**config.mk**
```make
export PLATFORM = sky130hd
export DESIGN_NAME = mem_arbiter
export DESIGN_NICKNAME = d
export VERILOG_FILES = /design/src/rtl/types_pkg.sv /design/src/rtl/mem_arb_select.sv /design/src/rtl/mem_arbiter.sv
export SDC_FILE = /design/constraint.sdc
export NUM_CORES = 1
export LEC_CHECK = 0
export ABC_AREA = 1
export BUFFER_PORTS_ARGS = -buffer_cell sky130_fd_sc_hd__buf_4
export CORE_MARGIN = 4
export CORE_UTILIZATION = 44
export CTS_BUF_LIST = sky130_fd_sc_hd__clkbuf_8
export DETAILED_ROUTE_END_ITERATION = 8
export GPL_TIMING_DRIVEN = 0
export PLACE_DENSITY = 0.94
export SLEW_MARGIN = 40
export SYNTH_ARGS = -nofsm -noshare
export SYNTH_HDL_FRONTEND = slang
export SYNTH_SLANG_ARGS = --single-unit
```
**constraint.sdc**
```tcl
create_clock -name clk -period 2.8 [get_ports clk]
set_input_delay 0 -clock clk [delete_from_list [all_inputs] [get_ports clk]]
set_output_delay 0 -clock clk [all_outputs]
set_load 0.02 [all_outputs]
```
**src/rtl/types_pkg.sv**
```systemverilog
// Shared types and default widths for the instruction/data memory arbiter.
package types_pkg;

  localparam int DEF_ADDR_W          = 32;
  localparam int DEF_DATA_W          = 32;
  localparam int DEF_MAX_DATA_STREAK = 4;

  typedef enum logic [1:0] {
    IDLE = 2'd0,
    REQ  = 2'd1,
    RESP = 2'd2
  } state_e;

  typedef enum logic {
    OWN_I = 1'b0,
    OWN_D = 1'b1
  } owner_e;

endpackage

```
**src/rtl/mem_arb_select.sv**
```systemverilog
// Owner selection between fetch and data ports, with a data-streak counter
// that forces a waiting fetch through after MAX_DATA_STREAK data grants.
module mem_arb_select
  import types_pkg::*;
#(
  parameter int MAX_DATA_STREAK = DEF_MAX_DATA_STREAK
) (
  input  logic   clk,
  input  logic   rst,
  input  logic   i_req,
  input  logic   d_req,
  input  logic   take,
  output logic   req_any,
  output owner_e sel_owner
);

  localparam int SW = (MAX_DATA_STREAK > 0) ? $clog2(MAX_DATA_STREAK + 1) : 1;
  localparam logic [SW-1:0] MAX_CNT = SW'(MAX_DATA_STREAK);

  logic [SW-1:0] streak_q, streak_d;
  logic          force_fetch;

  assign req_any     = i_req | d_req;
  assign force_fetch = i_req && (streak_q == MAX_CNT);
  assign sel_owner   = (d_req && !force_fetch) ? OWN_D : OWN_I;

  always_comb begin
    streak_d = streak_q;
    if (take && req_any) begin
      if (sel_owner == OWN_D) begin
        if (streak_q != MAX_CNT) streak_d = streak_q + 1'b1;
      end else begin
        streak_d = '0;
      end
    end
  end

  always_ff @(posedge clk or posedge rst) begin
    if (rst) streak_q <= '0;
    else     streak_q <= streak_d;
  end

endmodule

```
**src/rtl/mem_arbiter.sv**
```systemverilog
// Arbitrates instruction-fetch and data ports onto one shared memory port,
// keeping at most one transaction outstanding.
module mem_arbiter
  import types_pkg::*;
#(
  parameter int ADDR_W          = DEF_ADDR_W,
  parameter int DATA_W          = DEF_DATA_W,
  parameter int MAX_DATA_STREAK = DEF_MAX_DATA_STREAK
) (
  input  logic                clk,
  input  logic                rst,
  input  logic                i_req,
  input  logic [ADDR_W-1:0]   i_addr,
  output logic                i_gnt,
  output logic                i_rvalid,
  output logic [DATA_W-1:0]   i_rdata,
  input  logic                d_req,
  input  logic                d_we,
  input  logic [DATA_W/8-1:0] d_be,
  input  logic [ADDR_W-1:0]   d_addr,
  input  logic [DATA_W-1:0]   d_wdata,
  output logic                d_gnt,
  output logic                d_rvalid,
  output logic [DATA_W-1:0]   d_rdata,
  output logic                mem_req,
  output logic                mem_we,
  output logic [DATA_W/8-1:0] mem_be,
  output logic [ADDR_W-1:0]   mem_addr,
  output logic [DATA_W-1:0]   mem_wdata,
  input  logic                mem_gnt,
  input  logic                mem_rvalid,
  input  logic [DATA_W-1:0]   mem_rdata
);

  localparam int BE_W = DATA_W / 8;

  state_e            state_q, state_d;
  owner_e            owner_q, owner_d;
  logic              we_q, we_d;
  logic [BE_W-1:0]   be_q, be_d;
  logic [ADDR_W-1:0] addr_q, addr_d;
  logic [DATA_W-1:0] wdata_q, wdata_d;

  logic   take;
  logic   req_any;
  owner_e sel_owner;

  // Grants are combinational in IDLE, so they must be masked while rst is high.
  assign take = (state_q == IDLE) && !rst;

  mem_arb_select #(
    .MAX_DATA_STREAK(MAX_DATA_STREAK)
  ) u_select (
    .clk      (clk),
    .rst      (rst),
    .i_req    (i_req),
    .d_req    (d_req),
    .take     (take),
    .req_any  (req_any),
    .sel_owner(sel_owner)
  );

  always_comb begin
    state_d   = state_q;
    owner_d   = owner_q;
    we_d      = we_q;
    be_d      = be_q;
    addr_d    = addr_q;
    wdata_d   = wdata_q;
    i_gnt     = 1'b0;
    d_gnt     = 1'b0;
    i_rvalid  = 1'b0;
    i_rdata   = '0;
    d_rvalid  = 1'b0;
    d_rdata   = '0;
    mem_req   = 1'b0;
    mem_we    = 1'b0;
    mem_be    = '0;
    mem_addr  = '0;
    mem_wdata = '0;
    case (state_q)
      IDLE: begin
        if (take && req_any) begin
          state_d = REQ;
          owner_d = sel_owner;
          if (sel_owner == OWN_D) begin
            d_gnt   = 1'b1;
            we_d    = d_we;
            be_d    = d_be;
            addr_d  = d_addr;
            wdata_d = d_wdata;
          end else begin
            i_gnt   = 1'b1;
            we_d    = 1'b0;
            be_d    = '1;
            addr_d  = i_addr;
            wdata_d = '0;
          end
        end
      end
      REQ: begin
        mem_req   = 1'b1;
        mem_we    = we_q;
        mem_be    = be_q;
        mem_addr  = addr_q;
        mem_wdata = wdata_q;
        if (mem_gnt) state_d = RESP;
      end
      RESP: begin
        if (mem_rvalid) begin
          state_d = IDLE;
          if (owner_q == OWN_D) begin
            d_rvalid = 1'b1;
            d_rdata  = mem_rdata;
          end else begin
            i_rvalid = 1'b1;
            i_rdata  = mem_rdata;
          end
        end
      end
      default: state_d = IDLE;
    endcase
  end

  always_ff @(posedge clk or posedge rst) begin
    if (rst) begin
      state_q <= IDLE;
      owner_q <= OWN_I;
      we_q    <= 1'b0;
      be_q    <= '0;
      addr_q  <= '0;
      wdata_q <= '0;
    end else begin
      state_q <= state_d;
      owner_q <= owner_d;
      we_q    <= we_d;
      be_q    <= be_d;
      addr_q  <= addr_d;
      wdata_q <= wdata_d;
    end
  end

endmodule
```
==> out/qor.yml, run 1 <==
cells_and_area:
  area_growth_pct: 79.8
  drive_gt1_frac: 0.302
  post-route-util: 0.824
  multiInputGateArea_um2: 1800
  fin_nets: 1186
  fillCellCount: 576
  regArea_um2: 1880
worst_hold_path:
  min_from: "d_addr[3]"
  hp-class: "input pin to flop"
global_route:
  gr-total-overflow: 0
  grt_max_degree: 46
  antenna_found_initial: 1
  grt_pass1_wl_mm: 30.2
  grt_pass1_vias: 5998
  grtUsageTotal: 0.341
drt:
  routed_via_density: 4.93
  ant_nets: 0
  drtPass1Iterations: 5
  drc_errors: 0
  dr_total_vias: 5821
  wl_mm: 19.9
  wl_per_cell_um: 16.9
  drt_iter0_drc: 449
critical_path:
  worstSetupPathType: "flop to flop"
  slowest_delay_ns: 0.55
  startpoint: "u_select.streak_q[0]"
  cpMostUsedCell: "nand2_1"
  cp_cell_sequence: "inv_1 -> ha_1 -> nand3_2 -> clkbuf_1 -> nand3_1 -> nand2_1 -> dlygate4sd3_1 -> nand2_1 -> nand2_1"
  cp-start-kind: "flop"
  worstPathRequired_ns: 3.08
  cp.arrival_ns: 2.61
  crit_slowest_cell: "dlygate4sd3_1"
  setup.worst_path.end_class: "flop"
  critPathMaxFanout: 10
  timing.rr.start: "u_select.streak_q[0]"
clocking:
  clock_latency_ns: 0.35
  cts_tree: "done"
  cts_resized: 0
  clkSlewWorstSetupHoldPaths_ns: 0.08
  root_buffer: "clkbuf_8"
  numCtsBuffers: 9
  cts_setup_buffers: 0
  htreeDepth: 3
  clock-sinks: 75
  cts.path.max_buffers: 2
timing:
  fin_skew_ns: 0.0241
  setup_viol: 0
  fin_crit_ns: 2.33
  max_slew_margin: 0.659
  rsz0062_at_grt: "false"
  maxSlewViolCount: 0
  hold_slack_ns: 0.00466
  hold_viol: 0
  fin_crit_sh: 0.833
  worst_slack_ns: 0.467
  worst_pin_slew_ns: 0.511
  fmax_mhz: 429
die:
  core_area_um2: 9370
  die-height_um: 107
  start_util: 0.458
  rows: 35
  io_pins: 277
  dieArea_um2: 11400
  dieWidth_um: 107
synth:
  netlist_area_um2: 4290
  netlist-cell-type-count: 24
  synth_sequential_area_ratio: 0.437
  yosys_most_used_dff: "dfrtp_1"
  yosysWarnings: 0
  syn_nets: 805
  async_flop_share: 1.00
  netlist_instances: 664
  synth-edff-count: 0
  syn_area_per_cell_um2: 6.47
  synth-seq-cells: 75
place:
  place_ws_ns: 1.11
  dp_hpwl_mm: 12.7
  port_buffers: 275
  place_congestion: 0.870
job:
  maxCapViolCount: 0
power_and_ir_drop:
  ir_drop_mv: 0.437
  totalPowerFinal_mw: 5.63
  power_density_nw_per_um2: 729
  leakage_nw: 4.46
status:
  status: "finished, final reports clean"
## layer usage
metal | routed length (µm) | GRT usage
met5 | 0 | 0
met4 | 1530 | 0.247
met3 | 1810 | 0.0915
met1 | 6360 | 0.335
met2 | 10200 | 0.612
## synth_stat cells (2+ instances only)
cell type,n,area (µm²)
nand2_1,213,800
inv_1,111,417
nor2_1,137,514
o21ai_1,6,30.0
nor2_4,2,22.5
nand3_1,37,185
inv_2,2,7.51
clkbuf_1,18,67.6
buf_4,3,22.5
buf_2,11,55.1
buf_1,3,11.3
dfrtp_1,75,1880
ha_1,2,25.0
o21ai_0,32,160
buf_6,3,33.8
## flip-flops by register name (all words and copies together) (netlist names)
signal / cells
state_q: 2
be_q: 4
owner_q: 1
wdata_q: 32
we_q: 1
u_select.streak_q: 3
addr_q: 32
## kinds of logic after synthesis
kind of cell,Yosys count,share of synthesized area
XOR/XNOR,1,0.00204
AO/OA/AOI/OAI,40,0.0472
adder cells (fa/ha/maj),2,0.00583
AND/OR/NAND/NOR,395,0.365
buffers and inverters,151,0.143
flip-flops,75,0.437
## critical path, delay by kind of cell (launching register included)
family	cells	cell delay (ns)
fa+ha+maj	1	0.24
buf+inv	3	1.03
flops	1	0.37
simple gates	5	0.64
## layout by cell type (no fill, tap or decap), drive strengths merged, types with 2 or more instances in the layout
| cell type | instances |
|---|---|
| o21ai | 38 |
| buf | 296 |
| clkbuf | 27 |
| nand3 | 38 |
| nor2 | 140 |
| clkinv | 2 |
| bufinv | 2 |
| ha | 2 |
| inv | 116 |
| dlygate4sd3 | 94 |
| nand2 | 215 |
| dfrtp | 75 |
## path summary, 6_finish.rpt
path | cells after the start | slack [ns] | end
worst max register to register | 9 | 0.47 | addr_q[19]
worst min register to register | 2 | 0.48 | addr_q[29]
min in group asynchronous | 3 | 0.18 | addr_q[29]
worst min-delay path | 5 | 0.005 | addr_q[3]
worst max-delay path | 9 | 0.47 | addr_q[19]
max in group asynchronous | 4 | 2.09 | addr_q[12]
## through the flow
stage | TNS (ns) | cell area [µm²] | instances
6_report | 0 | 7720 | 1180
5_1_grt | 0 | 7720 | 1180
3_3_place_gp | -55.03 | 6520 | 1068
4_1_cts | 0 | 7720 | 1179
3_5_place_dp | 0 | 6550 | 1069
2_1_floorplan | 0 | 4290 | 664
## timing repair
item                       CTS  global route
hold buffers                94             0
hold endpoints to repair   146             0
setup endpoints to repair    0             0
## report_power, final
group / internal (mW) / total [mW] / switching, mW
clock network: 0.512 / 0.954 / 0.442
logic: 1.09 / 2.85 / 1.76
registers: 1.59 / 1.83 / 0.236
## area by class of cell
class	instances	share of cell area
antenna	1	0.000324
buffer	38	0.0246
clock buffer	9	0.0160
clock inverter	7	0.0131
inverter	113	0.0556
multi-input combinational	438	0.234
sequential	75	0.243
tap	129	0.0209
timing repair buffer	370	0.393
Note: power is estimated with default switching activity, not from simulation.
==> run 2, diff against run 1 <==
==> constraint.sdc (replaced) <==
create_clock -name clk -period 2.15 [get_ports clk]
set_input_delay 0 -clock clk [delete_from_list [all_inputs] [get_ports clk]]
set_output_delay 0 -clock clk [all_outputs]
set_load 0.02 [all_outputs]
==> run 2 against run 1 <==
Net effect: combinational power increased by 31%; sequential power rose by 31%; maximum frequency is 18% higher; hold slack improved by 0.0038 ns; total power up 31%; design area is 1.7% higher; worst setup slack lost 0.30 ns; critical path depth is 1 higher; largest power group unchanged; sequential share of layout area fell by 0.41 points; via count grew 3.6%; critical endpoint is now addr_q[11]; register-to-register slack got worse by 0.30 ns; non-clock buffer count rose by 11.
==> out/qor.yml, run 2 (synthesis results as in run 1) <==
place:
  placed_area_um2: 6590
  place_congestion: 0.868
  port_buffers: 275
  dp_hpwl_mm: 13.0
clocking:
  cts.path.max_buffers: 2
  clock-sinks: 75
  htreeDepth: 3
  cts_tree: "done"
  clkSlewWorstSetupHoldPaths_ns: 0.08
  root_buffer: "clkbuf_8"
  clock_latency_ns: 0.36
  numCtsBuffers: 9
timing:
  fin_skew_ns: 0.0198
  maxSlewViolCount: 0
  fin_crit_ns: 1.98
  setup_viol: 0
  worst_pin_slew_ns: 0.544
  hold_viol: 0
  fin_crit_sh: 0.921
  fmax_mhz: 505
  rsz0062_at_grt: "false"
  max_slew_margin: 0.638
cells_and_area:
  top_regs: "addr_q (32), wdata_q (32), be_q (4)"
  fin_nets: 1197
  post-route-util: 0.838
  drive_gt1_frac: 0.306
  regArea_um2: 1880
  area_growth_pct: 82.9
  fillCellCount: 540
  design_area_um2: 7850
  final_common_cell: "buf_4"
  final_cell_mix: "buf_4 (282), nand2_1 (213), nor2_1 (137)"
  multiInputGateArea_um2: 1810
die:
  io_pins: 277
  dieWidth_um: 107
  rows: 35
  dieArea_um2: 11400
  die-height_um: 107
  core_area_um2: 9370
  start_util: 0.458
critical_path:
  r2r_end: "addr_q[11]"
  timing.rr.start: "u_select.streak_q[0]"
  worstSetupPathType: "flop to flop"
  cp-endpoint: "addr_q[11]"
  cp.arrival_ns: 2.26
  rr_worst_depth: 10
  critPathMaxFanout: 10
  cp-start-kind: "flop"
  r2r_slack_ns: 0.17
  worstPathRequired_ns: 2.43
  startpoint: "u_select.streak_q[0]"
  setup.worst_path.end_class: "flop"
power_and_ir_drop:
  leakage_nw: 4.50
  pwr-share-clk: 0.165
  p_comb_frac: 0.509
  switching_share: 0.441
  power_density_nw_per_um2: 937
  intPower_mw: 4.11
  ir_drop_mv: 0.515
  seqPwrFrac: 0.327
  p_switching_mw: 3.25
drt:
  ant_nets: 0
  drtPass1Iterations: 8
  routed_via_density: 5.05
  dr_total_vias: 6030
  wl_mm: 20.9
  drc_errors: 0
  drt_iter0_drc: 433
  wl_per_cell_um: 17.5
global_route:
  grt_pass1_wl_mm: 31.7
  grt_max_degree: 26
  grtUsageTotal: 0.356
  grt_pass1_vias: 6321
  antenna_found_initial: 3
  gr-total-overflow: 0
status:
  status: "finished, final reports clean"
job:
  maxCapViolCount: 0
worst_hold_path:
  hp-class: "input pin to flop"
run 2: worst min-delay path by stage:
stage,startpoint,endpoint,slack [ns],cells after the start
floorplan,mem_rvalid,state_q[1],0.1,1
global placement,mem_rvalid,state_q[1],0.21,2
detailed placement,rst,wdata_q[10],0.01,2
CTS,d_addr[9],addr_q[9],0.005,5
global route,d_addr[9],addr_q[9],0.02,5
finish,d_addr[9],addr_q[9],0.008,5
run 2: critical path: stages, from the launching register on:
cell,delay (ns)
dfrtp_1,0.41
inv_1,0.10
ha_2,0.22
nand3_4,0.15
nand2_4,0.12
buf_6,0.16
nand2_1,0.06
nand2_1,0.05
dlygate4sd3_1,0.54
nand2_1,0.06
nand2_1,0.06
run 2: stage by stage:
step                      instances  total power, mW  setup WS, ns  setup TNS (ns)  hold WS [ns]
after detailed placement       1071             5.79         0.447               0        0.0131
after global placement         1068             5.66        -0.679          -40.69         0.206
final                          1195             7.36         0.170               0       0.00850
after floorplan                 664             4.37         0.138               0        0.0956
after global routing           1193             7.81        0.0246               0        0.0194
after CTS                      1186             7.14         0.114               0       0.00524
run 2: layout make-up:
| cell class | count | share of cell area |
|---|---|---|
| antenna | 5 | 0.00159 |
| tap | 129 | 0.0206 |
| timing repair buffer | 381 | 0.401 |
| buffer | 38 | 0.0242 |
| inverter | 113 | 0.0545 |
| clock inverter | 5 | 0.00860 |
| sequential | 75 | 0.239 |
| multi-input combinational | 438 | 0.231 |
| clock buffer | 11 | 0.0193 |
run 2: layer usage:
layer,track usage,up-vias,share of wire
li1,-,2732,-
met1,0.367,2809,0.34
met2,0.640,388,0.52
met3,0.0813,101,0.081
met4,0.239,0,0.067
met5,0,-,0
run 2: power by group through the flow:
| stage | clock, mW | combinational, mW | sequential [mW] |
|---|---|---|---|
| 2_1_floorplan | 0 | 2.06 | 2.31 |
| 3_3_place_gp | 0 | 3.30 | 2.35 |
| 3_5_place_dp | 0 | 3.41 | 2.39 |
| 4_1_cts | 1.20 | 3.57 | 2.37 |
| 5_1_grt | 1.28 | 4.07 | 2.46 |
| 6_report | 1.21 | 3.74 | 2.40 |
run 2: what timing repair did:
action,CTS,global route
hold buffers,99,0
setup buffers,0,4
gates resized for setup,0,2
endpoints found under the hold margin,146,0
setup endpoints to repair,0,2
